$ cat src/rtl/bp_be_fe_cmd_issuer.sv
// ---------------------------------------------------------------------------
// bp_be_fe_cmd_issuer
//
// Backend-side peer of the front end.
//   * Forwards fetch-queue entries to the issue stage (combinational path).
//   * Buffers redirect / fence / attaboy requests from execute in a small
//     FIFO and presents the head to the FE as a command.
//   * After an accepted redirect or fence, drops stale fetch-queue entries
//     until a fetch whose PC equals the new target arrives.
//
// Optional feature: define BP_BE_FE_CMD_STATS_EN to add three 32-bit
// saturating counters (redirect_cnt_o, squash_cnt_o, attaboy_drop_cnt_o).
//
// Fetch-queue entry layout (MSB..LSB):
//   msg_type[1:0] (0 = fetch, 1 = exception) | pc[vaddr] | instr[31:0] | meta[bmf]
// FE command layout (MSB..LSB):
//   opcode[2:0] | operands, where operands hold, zero-extended from bit 0,
//   { pc[vaddr], subopcode[2:0], branch_metadata_fwd[bmf] }.
//   Opcodes: 0 state_reset, 1 pc_redirection, 2 icache_fence, 3 attaboy.
//   Subopcode 1 = branch_mispredict (only used by redirects, else 0).
//
// Ports:
//   clk_i, reset_n_i               clock, async active-low reset
//   fe_queue_i/_v_i/_ready_o       entry from FE
//   issue_o/_v_o, issue_ready_i    entry to the issue stage
//   redirect_*, fence_*, attaboy_* requests from execute
//   fe_cmd_o/_v_o, fe_cmd_ready_i  command to FE
//   squashing_o                    high while stale entries are being dropped
// ---------------------------------------------------------------------------
module bp_be_fe_cmd_issuer #(
  parameter int vaddr_width_p    = 39,
  parameter int paddr_width_p    = 40,
  parameter int asid_width_p     = 10,
  parameter int btb_indx_width_p = 9,
  parameter int bht_indx_width_p = 9,
  parameter int ras_addr_width_p = 2,
  parameter int cmd_fifo_els_p   = 4,
  localparam int bmf_width_lp       = btb_indx_width_p + bht_indx_width_p + ras_addr_width_p,
  localparam int fe_queue_width_lp  = 2 + vaddr_width_p + 32 + bmf_width_lp,
  localparam int redir_ops_width_lp = vaddr_width_p + 3 + bmf_width_lp,
  localparam int xlate_ops_width_lp = paddr_width_p + asid_width_p,
  localparam int fe_cmd_ops_width_lp = (redir_ops_width_lp > xlate_ops_width_lp)
                                       ? redir_ops_width_lp : xlate_ops_width_lp,
  localparam int fe_cmd_width_lp    = 3 + fe_cmd_ops_width_lp
) (
  input  logic                          clk_i,
  input  logic                          reset_n_i,
  input  logic [fe_queue_width_lp-1:0]  fe_queue_i,
  input  logic                          fe_queue_v_i,
  output logic                          fe_queue_ready_o,
  output logic [fe_queue_width_lp-1:0]  issue_o,
  output logic                          issue_v_o,
  input  logic                          issue_ready_i,
  input  logic                          redirect_v_i,
  input  logic [vaddr_width_p-1:0]      redirect_pc_i,
  input  logic [bmf_width_lp-1:0]       redirect_meta_i,
  output logic                          redirect_ready_o,
  input  logic                          fence_v_i,
  input  logic [vaddr_width_p-1:0]      fence_pc_i,
  output logic                          fence_ready_o,
  input  logic                          attaboy_v_i,
  input  logic [vaddr_width_p-1:0]      attaboy_pc_i,
  input  logic [bmf_width_lp-1:0]       attaboy_meta_i,
  output logic [fe_cmd_width_lp-1:0]    fe_cmd_o,
  output logic                          fe_cmd_v_o,
  input  logic                          fe_cmd_ready_i,
`ifdef BP_BE_FE_CMD_STATS_EN
  output logic [31:0]                   redirect_cnt_o,
  output logic [31:0]                   squash_cnt_o,
  output logic [31:0]                   attaboy_drop_cnt_o,
`endif
  output logic                          squashing_o
);

  typedef enum logic [2:0] {
    e_op_state_reset    = 3'd0,
    e_op_pc_redirection = 3'd1,
    e_op_icache_fence   = 3'd2,
    e_op_attaboy        = 3'd3
  } fe_cmd_opcode_e;

  typedef enum logic [0:0] {
    e_run    = 1'b0,
    e_squash = 1'b1
  } state_e;

  localparam logic [2:0] SUBOP_BRANCH_MISPREDICT = 3'd1;
  localparam logic [1:0] MSG_FETCH               = 2'd0;
  localparam int PTR_W = $clog2(cmd_fifo_els_p);
  localparam int CNT_W = $clog2(cmd_fifo_els_p + 1);

  function automatic logic [PTR_W-1:0] ptr_inc(input logic [PTR_W-1:0] p);
    return (p == PTR_W'(cmd_fifo_els_p - 1)) ? '0 : p + PTR_W'(1);
  endfunction

  logic [fe_cmd_width_lp-1:0] r_mem [cmd_fifo_els_p];
  logic [PTR_W-1:0]           r_rd_ptr, r_wr_ptr;
  logic [CNT_W-1:0]           r_cnt;
  state_e                     r_state, w_state_n;
  logic [vaddr_width_p-1:0]   r_target_pc, w_target_n;

  logic w_full, w_empty, w_enq, w_deq;
  logic w_redirect_acc, w_fence_acc, w_attaboy_acc, w_new_tgt;
  logic w_issue_v, w_fe_ready, w_match, w_drop;
  logic [fe_cmd_width_lp-1:0] w_enq_cmd;
  logic [1:0]                 w_fe_type;
  logic [vaddr_width_p-1:0]   w_fe_pc;

  assign w_full  = (r_cnt == CNT_W'(cmd_fifo_els_p));
  assign w_empty = (r_cnt == CNT_W'(0));

  // Request arbitration: redirect > fence > attaboy; gated off while in reset.
  assign w_redirect_acc = reset_n_i & redirect_v_i & ~w_full;
  assign w_fence_acc    = reset_n_i & fence_v_i & ~w_full & ~redirect_v_i;
  assign w_attaboy_acc  = reset_n_i & attaboy_v_i & ~w_full & ~redirect_v_i & ~fence_v_i;
  assign w_new_tgt      = w_redirect_acc | w_fence_acc;
  assign w_enq          = w_new_tgt | w_attaboy_acc;
  assign w_deq          = ~w_empty & fe_cmd_ready_i;

  assign w_fe_type = fe_queue_i[fe_queue_width_lp-1 -: 2];
  assign w_fe_pc   = fe_queue_i[fe_queue_width_lp-3 -: vaddr_width_p];

  // Build the command word for whichever request wins this cycle.
  always_comb begin
    w_enq_cmd = '0;
    if (w_redirect_acc) begin
      w_enq_cmd = {e_op_pc_redirection,
                   fe_cmd_ops_width_lp'({redirect_pc_i, SUBOP_BRANCH_MISPREDICT, redirect_meta_i})};
    end else if (w_fence_acc) begin
      w_enq_cmd = {e_op_icache_fence,
                   fe_cmd_ops_width_lp'({fence_pc_i, 3'b000, {bmf_width_lp{1'b0}}})};
    end else if (w_attaboy_acc) begin
      w_enq_cmd = {e_op_attaboy,
                   fe_cmd_ops_width_lp'({attaboy_pc_i, 3'b000, attaboy_meta_i})};
    end else begin
      w_enq_cmd = '0;
    end
  end

  // Command FIFO storage, pointers and occupancy.
  always_ff @(posedge clk_i or negedge reset_n_i) begin
    if (!reset_n_i) begin
      r_rd_ptr <= '0;
      r_wr_ptr <= '0;
      r_cnt    <= '0;
      for (int i = 0; i < cmd_fifo_els_p; i++) r_mem[i] <= '0;
    end else begin
      if (w_enq) begin
        r_mem[r_wr_ptr] <= w_enq_cmd;
        r_wr_ptr        <= ptr_inc(r_wr_ptr);
      end
      if (w_deq) r_rd_ptr <= ptr_inc(r_rd_ptr);
      case ({w_enq, w_deq})
        2'b10:   r_cnt <= r_cnt + CNT_W'(1);
        2'b01:   r_cnt <= r_cnt - CNT_W'(1);
        default: r_cnt <= r_cnt;
      endcase
    end
  end

  // Squash FSM next-state and fetch-queue handshake.
  always_comb begin
    w_state_n  = r_state;
    w_target_n = r_target_pc;
    w_issue_v  = 1'b0;
    w_fe_ready = 1'b0;
    w_match    = 1'b0;
    w_drop     = 1'b0;
    case (r_state)
      e_run: begin
        w_issue_v  = fe_queue_v_i;
        w_fe_ready = issue_ready_i;
      end
      e_squash: begin
        // A newly accepted target this cycle overrides a match on the old one.
        w_match = fe_queue_v_i & (w_fe_type == MSG_FETCH) &
                  (w_fe_pc == r_target_pc) & ~w_new_tgt;
        if (w_match) begin
          w_issue_v  = 1'b1;
          w_fe_ready = issue_ready_i;
          if (issue_ready_i) w_state_n = e_run;
          else               w_state_n = e_squash;
        end else begin
          w_issue_v  = 1'b0;
          w_fe_ready = 1'b1;
          w_drop     = fe_queue_v_i;
        end
      end
      default: w_state_n = e_run;
    endcase
    if (w_new_tgt) begin
      w_state_n  = e_squash;
      w_target_n = w_redirect_acc ? redirect_pc_i : fence_pc_i;
    end else begin
      w_target_n = w_target_n;
    end
  end

  // FSM state and squash target registers.
  always_ff @(posedge clk_i or negedge reset_n_i) begin
    if (!reset_n_i) begin
      r_state     <= e_run;
      r_target_pc <= '0;
    end else begin
      r_state     <= w_state_n;
      r_target_pc <= w_target_n;
    end
  end

  // Handshakes are forced low while reset is asserted, not just after the next edge.
  assign fe_queue_ready_o = reset_n_i & w_fe_ready;
  assign issue_v_o        = reset_n_i & w_issue_v;
  assign issue_o          = reset_n_i ? fe_queue_i : '0;
  assign redirect_ready_o = reset_n_i & ~w_full;
  assign fence_ready_o    = reset_n_i & ~w_full & ~redirect_v_i;
  assign fe_cmd_v_o       = ~w_empty;
  assign fe_cmd_o         = w_empty ? '0 : r_mem[r_rd_ptr];
  assign squashing_o      = (r_state == e_squash);

`ifdef BP_BE_FE_CMD_STATS_EN
  logic [31:0] r_redirect_cnt, r_squash_cnt, r_att_drop_cnt;

  // Saturating event counters.
  always_ff @(posedge clk_i or negedge reset_n_i) begin
    if (!reset_n_i) begin
      r_redirect_cnt <= 32'd0;
      r_squash_cnt   <= 32'd0;
      r_att_drop_cnt <= 32'd0;
    end else begin
      if (w_redirect_acc && (r_redirect_cnt != 32'hFFFF_FFFF))
        r_redirect_cnt <= r_redirect_cnt + 32'd1;
      if (w_drop && (r_squash_cnt != 32'hFFFF_FFFF))
        r_squash_cnt <= r_squash_cnt + 32'd1;
      if (attaboy_v_i && !w_attaboy_acc && (r_att_drop_cnt != 32'hFFFF_FFFF))
        r_att_drop_cnt <= r_att_drop_cnt + 32'd1;
    end
  end

  assign redirect_cnt_o     = r_redirect_cnt;
  assign squash_cnt_o       = r_squash_cnt;
  assign attaboy_drop_cnt_o = r_att_drop_cnt;
`endif

endmodule

$ cat config.mk
export PLATFORM = sky130hd
export DESIGN_NAME = bp_be_fe_cmd_issuer
export DESIGN_NICKNAME = d
export VERILOG_FILES = /design/src/rtl/bp_be_fe_cmd_issuer.sv
export SDC_FILE = /design/constraint.sdc
export NUM_CORES = 1
export LEC_CHECK = 0
export ABC_AREA = 0
export BUFFER_PORTS_ARGS = -buffer_cell sky130_fd_sc_hd__clkbuf_2
export CAP_MARGIN = 30
export CORE_ASPECT_RATIO = 1.25
export CORE_MARGIN = 2
export CORE_UTILIZATION = 47
export CTS_CLUSTER_SIZE = 8
export DETAILED_ROUTE_END_ITERATION = 10
export PLACE_DENSITY_LB_ADDON = 0.08
export SLEW_MARGIN = 20
export SYNTH_ARGS = -nofsm -noshare
export SYNTH_HDL_FRONTEND = slang
export SYNTH_SLANG_ARGS = --single-unit
export TNS_END_PERCENT = 50
$ cat constraint.sdc
create_clock -name clk_i -period 2.3 [get_ports clk_i]
set_input_delay 0.575 -clock clk_i [delete_from_list [all_inputs] [get_ports clk_i]]
set_output_delay 0.575 -clock clk_i [all_outputs]
set_load 0.005 [all_outputs]
==> results.toml, run 1 <==
[cts]
numCtsBuffers = 42
clk_latency_ps = 540
cts_root_buf = "clkbuf_16"
cts.htree.levels = 2
clock_path_buffers = 3
clk_pin_slew_worst_paths_ps = 50
cts_sinks = 295
cts_tree = "built"

[global_routing]
grt_max_degree = 128
antenna_found_initial = 10
grt_pass1_vias = 13468
grt_use_total_pct = 36.3
grtUsageMet1_pct = 47.7
top_usage_layer = "met2"
met3_usage_pct = 8.97
grt_pass1_wl_um = 87100
grt_overflow = 0
grt_use_met2_pct = 56.9

[logic_synthesis]
synth_compound_area_share_pct = 17.7
synth.area.top_cells = "dfrtp_1 (51%), a21oi_1 (9.7%), mux4_2 (9.6%)"
synth_top_area_cell = "dfrtp_1"
yosys.cell_types.count = 43
yosys.area_share.simple_pct = 14.5
yosysWarnings = 0
synthCells = 1418
synth_edf_count = 0
yosys.area_share.adder_pct = 0.654
synth_top_family_by_area = "compound AO/OA/AOI/OAI gates"
synth_commonest_cells = "dfrtp_1 (295), a21oi_1 (282), nor2_1 (243), and2_1 (159), clkbuf_1 (85)"
synth-xor-area-share_pct = 2.53
synth_mux_area_share_pct = 9.75
netlist_area_um2 = 14500
yosysMostFrequentCell = "dfrtp_1"
synth.avg_cell_area_um2 = 10.3
synth-main-ff-cell = "dfrtp_1"
synth_top_area_share_pct = 50.7
ys_ff_latch = 295
yosysSeqAreaShare_pct = 50.7
async_reset_ff_share_pct = 100

[setup_path]
path_max_fanout = 2
critPathRequiredTime_ps = 1730
reg2reg_to = "r_mem[246]"
reg2regPathDepth = 9
crit_type = "register to output pin"
cpPeakStageDelay_ps = 460
timing.rr.start = "r_cnt[1]"
crit_path_start = "r_target_pc[29]"
crit_chain = "xor2_1 -> nor4_1 -> buf_4 -> nand4_1 -> o311a_4 -> clkbuf_2"
cp-end-kind = "output pin"
cp_data_arrival_time_ps = 2400
cp_slowest_cell = "dfrtp_1"
start_kind = "register"
r2r_slack_ps = 50

[floorplan]
die_h_um = 201
rows = 72
ios = 422
dieArea_um2 = 32400
core-area_um2 = 30700
start_util_pct = 47.4
die_w_um = 161

[sta]
fmax_ghz = 0.337
finalSetupTns_ps = -24390
fin_ws_ps = -672
holdWs_ps = 145
worst_pin_slew_ps = 658
fin_crit_sh_pct = 129
setup_violations = 67
slew_viol_final = 0
slew_headroom_pct = 56.1
rsz0062_at_grt = "yes"
fin_skew_ps = 18.2
final_hold_viol_count = 0
period_needed_ps = 2970

[route]
drt-total-wl_um = 60100
antenna_left = 0
num_vias = 13848
drc_errors = 0
drt_iter0_markers = 1393
drt_pass1_iterations = 8
via_per_inst = 5.85
wl_per_cell_um = 25.4

[place]
portBuffers = 418
dp_hpwl_um = 43800
place_congestion = 1.01
post-place-ws_ps = -550

[run]
max_cap_viol_count = 0

[outcome]
status = "finished with violations"
failed_checks = "negative setup slack"

[final_layout]
nets = 2216
drive_gt1_share_pct = 41.0
area_growth_pct = 39.5
final_util_pct = 66.1

[pwr]
peakVddDrop_v = 0.00100
leakage_nw = 9.34
p_per_area_nw_per_um2 = 1460
p_total_w = 0.0296

[min_path]
hp-class = "primary input to asynchronous set/reset pin"
layout make-up:
| class | count | area (um2) |
|---|---|---|
| Fill cell | 2472 | 10400 |
| Sequential cell | 295 | 7390 |
| Multi-Input combinational cell | 989 | 6820 |
| Timing Repair Buffer | 613 | 4430 |
| Clock buffer | 45 | 1080 |
| Tap cell | 407 | 509 |
| Inverter | 10 | 45.0 |
| Antenna cell | 6 | 15.0 |
| Clock inverter | 1 | 8.76 |
per-stage QoR:
stage                     cell area, um2  std cells
after global placement             18200       2275
after CTS                          19900       2346
after global routing               20300       2361
after floorplan                    14600       1420
final                              20300       2366
after detailed placement           18200       2276
worst max path at each step:
stage                        to  slack [ps]
2_1_floorplan      fe_cmd_o[10]          10
6_report       fe_queue_ready_o        -670
3_3_place_gp   fe_queue_ready_o        -550
4_1_cts               issue_v_o        -740
3_5_place_dp   fe_queue_ready_o        -550
5_1_grt               issue_v_o        -760
cell usage in the layout (no fill, tap or decap), types with 48 or more instances in the layout:
| master | synthesis | layout |
|---|---|---|
| a21oi_1 | 282 | 282 |
| and2_1 | 159 | 99 |
| and2_4 | 0 | 60 |
| buf_4 | 4 | 130 |
| clkbuf_16 | 0 | 48 |
| clkbuf_2 | 0 | 400 |
| dfrtp_1 | 295 | 293 |
| mux4_2 | 62 | 62 |
| nor2_1 | 243 | 240 |
| o22ai_1 | 76 | 76 |
logic make-up (layout without fill, tap and decap cells):
logic type                 after synthesis  count (layout)
AOI/OAI and AO/OA                      436             436
and+or+nand+nor                        436             437
DFF                                    295             295
buffers and inverters                  137             669
muxes                                   64              64
xor gates and xnor gates                42              42
adders and majority gates                7               7
other                                    1               9
sequential cells by signal, summed over array words and instances, names as in the netlist:
name	cells
r_target_pc	39
r_mem	248
squashing_o	1
r_wr_ptr	2
r_rd_ptr	2
r_cnt	3
metal layers:
layer / vias up / wire (um)
met5: - / 42
met4: 6 / 3140
met3: 142 / 5870
met2: 700 / 28100
met1: 6846 / 22900
li1: 6154 / -
worst max-delay path: cells and delay by family (launching register included):
kind,cells,cell delay (ps)
flip-flops,1,460
buffers and inverters,2,320
XOR/XNOR,1,180
AO/OA/AOI/OAI,1,380
AND/OR/NAND/NOR,2,520
report_power, final:
part | total [W] | leakage (nW) | switching (W) | internal (W)
Sequential | 0.00940 | 3.43 | 0.00156 | 0.00784
Combinational | 0.0148 | 5.37 | 0.00657 | 0.00823
Clock | 0.00542 | 0.537 | 0.00215 | 0.00327
Total | 0.0296 | 9.34 | 0.0103 | 0.0194
timing repair:
| item | in CTS | in global routing |
|---|---|---|
| pin swaps | 61 | 21 |
| gates cloned | 8 | 7 |
| resized for setup | 75 | 64 |
| hold buffers | 1 | 0 |
| hold endpoints to repair | 4 | 0 |
| buffers inserted | 15 | 11 |
| endpoints found under the setup margin | 68 | 148 |
Note: power is estimated with default switching activity, not from simulation.
==> inputs of run 2 (changes only) <==
CORE_MARGIN = 3   (was 2)
TNS_END_PERCENT = 100   (was 50)
==> results.toml, run 2 (same netlist as run 1, synthesis figures left out) <==
[pwr]
peakVddDrop_v = 0.000842
leakage_nw = 9.25
p_total_w = 0.0293
p_per_area_nw_per_um2 = 1460

[route]
drt-total-wl_um = 56900
drc_errors = 0
drt_iter0_markers = 1415
drt_pass1_iterations = 6
num_vias = 13791
antenna_left = 0
via_per_inst = 5.86
wl_per_cell_um = 24.2

[cts]
cts_tree = "built"
cts_hold_buf = 0
clk_pin_slew_worst_paths_ps = 50
clk_latency_ps = 520
clock_path_buffers = 3
cts_root_buf = "clkbuf_16"
numCtsBuffers = 42
cts.htree.levels = 2
cts_sinks = 295

[final_layout]
layout_commonest_cell = "clkbuf_2"
reg.largest.list = "r_mem: 248 flops, r_target_pc: 39 flops, r_cnt: 3 flops"
largest_reg_flops = 248
layout_common_cells = "clkbuf_2 (397), dfrtp_1 (293), a21oi_1 (281), nor2_1 (241), buf_4 (132)"
nets = 2207
nFillCells = 2385
drive_gt1_share_pct = 40.7
fin_area_um2 = 20100
area_growth_pct = 38.2
regMostFlops = "r_mem"

[setup_path]
timing.rr.start = "r_cnt[1]"
crit_buf_inv = 1
cp-end-kind = "output pin"
cp_data_arrival_time_ps = 2500
r2r_slack_ps = 80
start_kind = "register"
crit_chain = "xnor2_1 -> nand4_1 -> nor4_2 -> nand4_1 -> o311a_4 -> clkbuf_2"
crit_top_cell = "nand4_1"
critPathRequiredTime_ps = 1730
cp_slowest_cell = "o311a_4"
cpPeakStageDelay_ps = 410
crit_type = "register to output pin"
reg2reg_to = "r_cnt[2]"
path_max_fanout = 3
cp_top_family = "simple AND/OR/NAND/NOR gates"
reg2regPathDepth = 10

[sta]
final_hold_viol_count = 0
worst_pin_slew_ps = 728
fin_ws_ps = -775
finalSetupTns_ps = -23270
period_needed_ps = 3070
rsz0062_at_grt = "yes"
fin_skew_ps = 12.6
holdWs_ps = 62.2
fin_crit_sh_pct = 134
setup_violations = 67
slew_viol_final = 0
fmax_ghz = 0.325
slew_headroom_pct = 51.5

[outcome]
status = "finished with violations"
failed_checks = "negative setup slack"

[place]
dp_hpwl_um = 41500
placed_area_um2 = 18200
place_congestion = 0.956
post-place-ws_ps = -683
portBuffers = 418

[floorplan]
ios = 422
die_w_um = 163
die_h_um = 203
rows = 71
start_util_pct = 48.0
core-area_um2 = 30300
dieArea_um2 = 33100

[global_routing]
grt_overflow = 0
antenna_found_initial = 11
grt_use_total_pct = 33.3
grt_pass1_wl_um = 83100
grt_pass1_vias = 13521
grt_max_degree = 137

[run]
max_cap_viol_count = 0

[min_path]
hp-class = "primary input to asynchronous set/reset pin"
==> run 2: cell count changes in the layout (fill, tap and decap cells not counted), moves of 2 or more <==
cell	before	now
clkbuf_2	400	397
buf_16	7	2
diode_2	6	8
buf_4	130	132
bufbuf_16	0	2
buf_6	26	28
clkbuf_16	48	43
==> run 2: worst max path at each step <==
stage                    startpoint          endpoint  slack (ps)  depth (start not counted)
global route        r_target_pc[30]  fe_queue_ready_o        -840                          6
CTS                  r_target_pc[1]  fe_queue_ready_o        -690                          7
finish               r_target_pc[7]  fe_queue_ready_o        -770                          6
global placement     fe_queue_i[59]  fe_queue_ready_o        -680                          7
floorplan               r_rd_ptr[0]      fe_cmd_o[10]          10                          4
detailed placement   fe_queue_i[59]  fe_queue_ready_o        -680                          7
==> run 2: where the power goes <==
| part | internal, W | switching [W] |
|---|---|---|
| registers | 0.00785 | 0.00149 |
| logic | 0.00819 | 0.00646 |
| clock network | 0.00321 | 0.00209 |
| total | 0.0192 | 0.0100 |
==> run 2: layout make-up <==
type / instances / area [um2] / share of cell area, %
Antenna cell: 8 / 20.0 / 0.0996
Clock buffer: 45 / 1060 / 5.28
Clock inverter: 1 / 16.3 / 0.0809
Inverter: 10 / 40.0 / 0.199
Multi-Input combinational cell: 988 / 6800 / 33.8
Sequential cell: 295 / 7390 / 36.8
Tap cell: 401 / 502 / 2.50
Timing Repair Buffer: 605 / 4270 / 21.2
==> run 2: repair_timing <==
| item | CTS | global route |
|---|---|---|
| endpoints found under the setup margin | 67 | 144 |
| resized for setup | 71 | 63 |
| pin swaps | 54 | 26 |
| setup buffers | 19 | 9 |
| cloned | 6 | 2 |
==> run 2: stage by stage <==
step	util [%]	cells
6_report	66.4	2353
5_1_grt	66.3	2348
4_1_cts	65.8	2341
3_5_place_dp	60.1	2270
3_3_place_gp	60.0	2269
2_1_floorplan	-	1420
==> run 2: layer usage <==
layer	up-vias	global-route usage, %	part of all wire, %
li1	6129	-	-
met1	6786	44.2	38
met2	738	51.8	46
met3	132	8.57	10
met4	6	14.6	5.0
met5	-	0	0.046
==> inputs of run 3 (changes only) <==
RECOVER_POWER = 50   (was unset)
==> results.toml, run 3 (same netlist as run 1, synthesis figures left out) <==
[final_layout]
nFillCells = 2395
nets = 2207
area_growth_pct = 37.7
layout_common_cells = "clkbuf_2 (397), dfrtp_1 (293), a21oi_1 (281), nor2_1 (241), buf_4 (124)"
largest_reg_flops = 248
fin_cells = 2352
regMostFlops = "r_mem"
reg.largest.list = "r_mem: 248 flops, r_target_pc: 39 flops, r_cnt: 3 flops"
fin_area_um2 = 20000
drive_gt1_share_pct = 40.1
layout_commonest_cell = "clkbuf_2"
final_util_pct = 66.1

[route]
antenna_left = 0
drt-total-wl_um = 56900
wl_per_cell_um = 24.2
drt_pass1_iterations = 11
drc_errors = 1
drt_iter0_markers = 1529
num_vias = 13764
via_per_inst = 5.85

[setup_path]
cp_slowest_cell = "o311a_4"
crit_chain = "xnor2_1 -> nand4_1 -> nor4_2 -> nand4_1 -> o311a_4 -> clkbuf_2"
cp_data_arrival_time_ps = 2500
crit_type = "register to output pin"
crit_top_cell = "nand4_1"
path_max_fanout = 3
cpPeakStageDelay_ps = 410
start_kind = "register"
critPathRequiredTime_ps = 1730
cp-end-kind = "output pin"

[sta]
worst_pin_slew_ps = 1230
fin_skew_ps = 13.8
slew_headroom_pct = 18.0
final_hold_viol_count = 0
period_needed_ps = 3080
slew_viol_final = 0
fin_ws_ps = -780
fmax_ghz = 0.325
rsz0062_at_grt = "yes"
setup_violations = 454
holdWs_ps = 352
fin_crit_sh_pct = 134
finalSetupTns_ps = -95100

[global_routing]
grt_pass1_wl_um = 83100
grt_use_total_pct = 33.3
grt_max_degree = 137
grt_overflow = 0
grt_pass1_vias = 13521
antenna_found_initial = 11

[cts]
cts.htree.levels = 2
cts_root_buf = "clkbuf_16"
cts_sinks = 295
clock_path_buffers = 3
clk_latency_ps = 520
cts_tree = "built"
clk_pin_slew_worst_paths_ps = 50
numCtsBuffers = 42

[min_path]
hp-class = "primary input to register"

[pwr]
clockPowerShare_pct = 18.2
internal_power_w = 0.0192
p_seq_share_pct = 32.0
p_switching_w = 0.0100
p_per_area_nw_per_um2 = 1460
swShare_pct = 34.3
leakage_nw = 9.22
p_comb_share_pct = 49.9
peakVddDrop_v = 0.000842

[run]
max_cap_viol_count = 0

[place]
dp_hpwl_um = 41500
place_inst = 2270
place_congestion = 0.956
portBuffers = 418
placed_area_um2 = 18200

[floorplan]
dieArea_um2 = 33100
die_w_um = 163
start_util_pct = 48.0
ios = 422
core-area_um2 = 30300
die_h_um = 203
rows = 71

[outcome]
failed_checks = "design-rule violations, negative setup slack"
status = "finished with violations"
run 3: cell count changes in the layout (fill, tap and decap cells not counted), moves of 2 or more:
cell,change
buf_6,-2
clkbuf_4,+4
clkbuf_1,+7
buf_4,-8
run 3: path summary, 6_finish.rpt:
kind / startpoint / end / slack [ps] / cells past startpoint
setup / recovery: r_target_pc[7] / fe_queue_ready_o / -780 / 6
hold / removal: redirect_pc_i[16] / r_target_pc[16] / 350 / 3
setup reg to reg: r_cnt[1] / r_mem[198] / -270 / 8
hold reg to reg: r_mem[215] / r_mem[215] / 500 / 1
max in group asynchronous: reset_n_i / r_mem[190] / -140 / 4
min in group asynchronous: reset_n_i / r_target_pc[34] / 550 / 2
run 3: timing repair:
action,4_1_cts,5_1_grt
setup endpoints to repair,67,144
resized for setup,71,63
pin swaps,54,26
hold buffers,0,0
setup buffers,19,9
gates cloned,6,2
run 3: layout make-up:
| cell class | count | area [um2] | area share, % |
|---|---|---|---|
| well taps | 401 | 502 | 2.50 |
| repair buffers | 605 | 4220 | 21.1 |
| clock buffers | 45 | 1060 | 5.30 |
| flip-flops and latches | 295 | 7390 | 36.9 |
| diodes | 7 | 17.5 | 0.0875 |
| multi-input cells | 988 | 6790 | 33.9 |
| inverters | 10 | 40.0 | 0.200 |
| clock inverters | 1 | 16.3 | 0.0812 |
run 3: critical path: cells and delay by family (launching register included):
kind	cells	cell delay, ps
flip-flops	1	380
AO/OA/AOI/OAI	1	410
XOR/XNOR	1	160
buffers and inverters	1	140
AND/OR/NAND/NOR	3	890
run 3: stage by stage:
step                total power, W  worst slack (ps)
floorplan                   0.0164              11.4
global placement            0.0213              -682
detailed placement          0.0217              -683
CTS                         0.0287              -691
global route                0.0310              -837
finish                      0.0292              -780
run 3: power groups by stage:
stage	clock network, W	registers [W]	logic [W]
global placement	0	0.00931	0.0120
floorplan	0	0.00889	0.00750
detailed placement	0	0.00944	0.0122
finish	0.00530	0.00934	0.0146
global route	0.00560	0.00959	0.0158
CTS	0.00538	0.00928	0.0140
run 3: routing by layer:
metal / share of wire, % / global-route usage (%) / routed length (um) / up-vias
met1: 38 / 44.2 / 21600 / 6770
met5: 0.063 / 0 / 36 / -
met2: 46 / 51.8 / 26500 / 725
met4: 5.0 / 14.6 / 2870 / 8
li1: - / - / - / 6124
met3: 10 / 8.57 / 5930 / 137
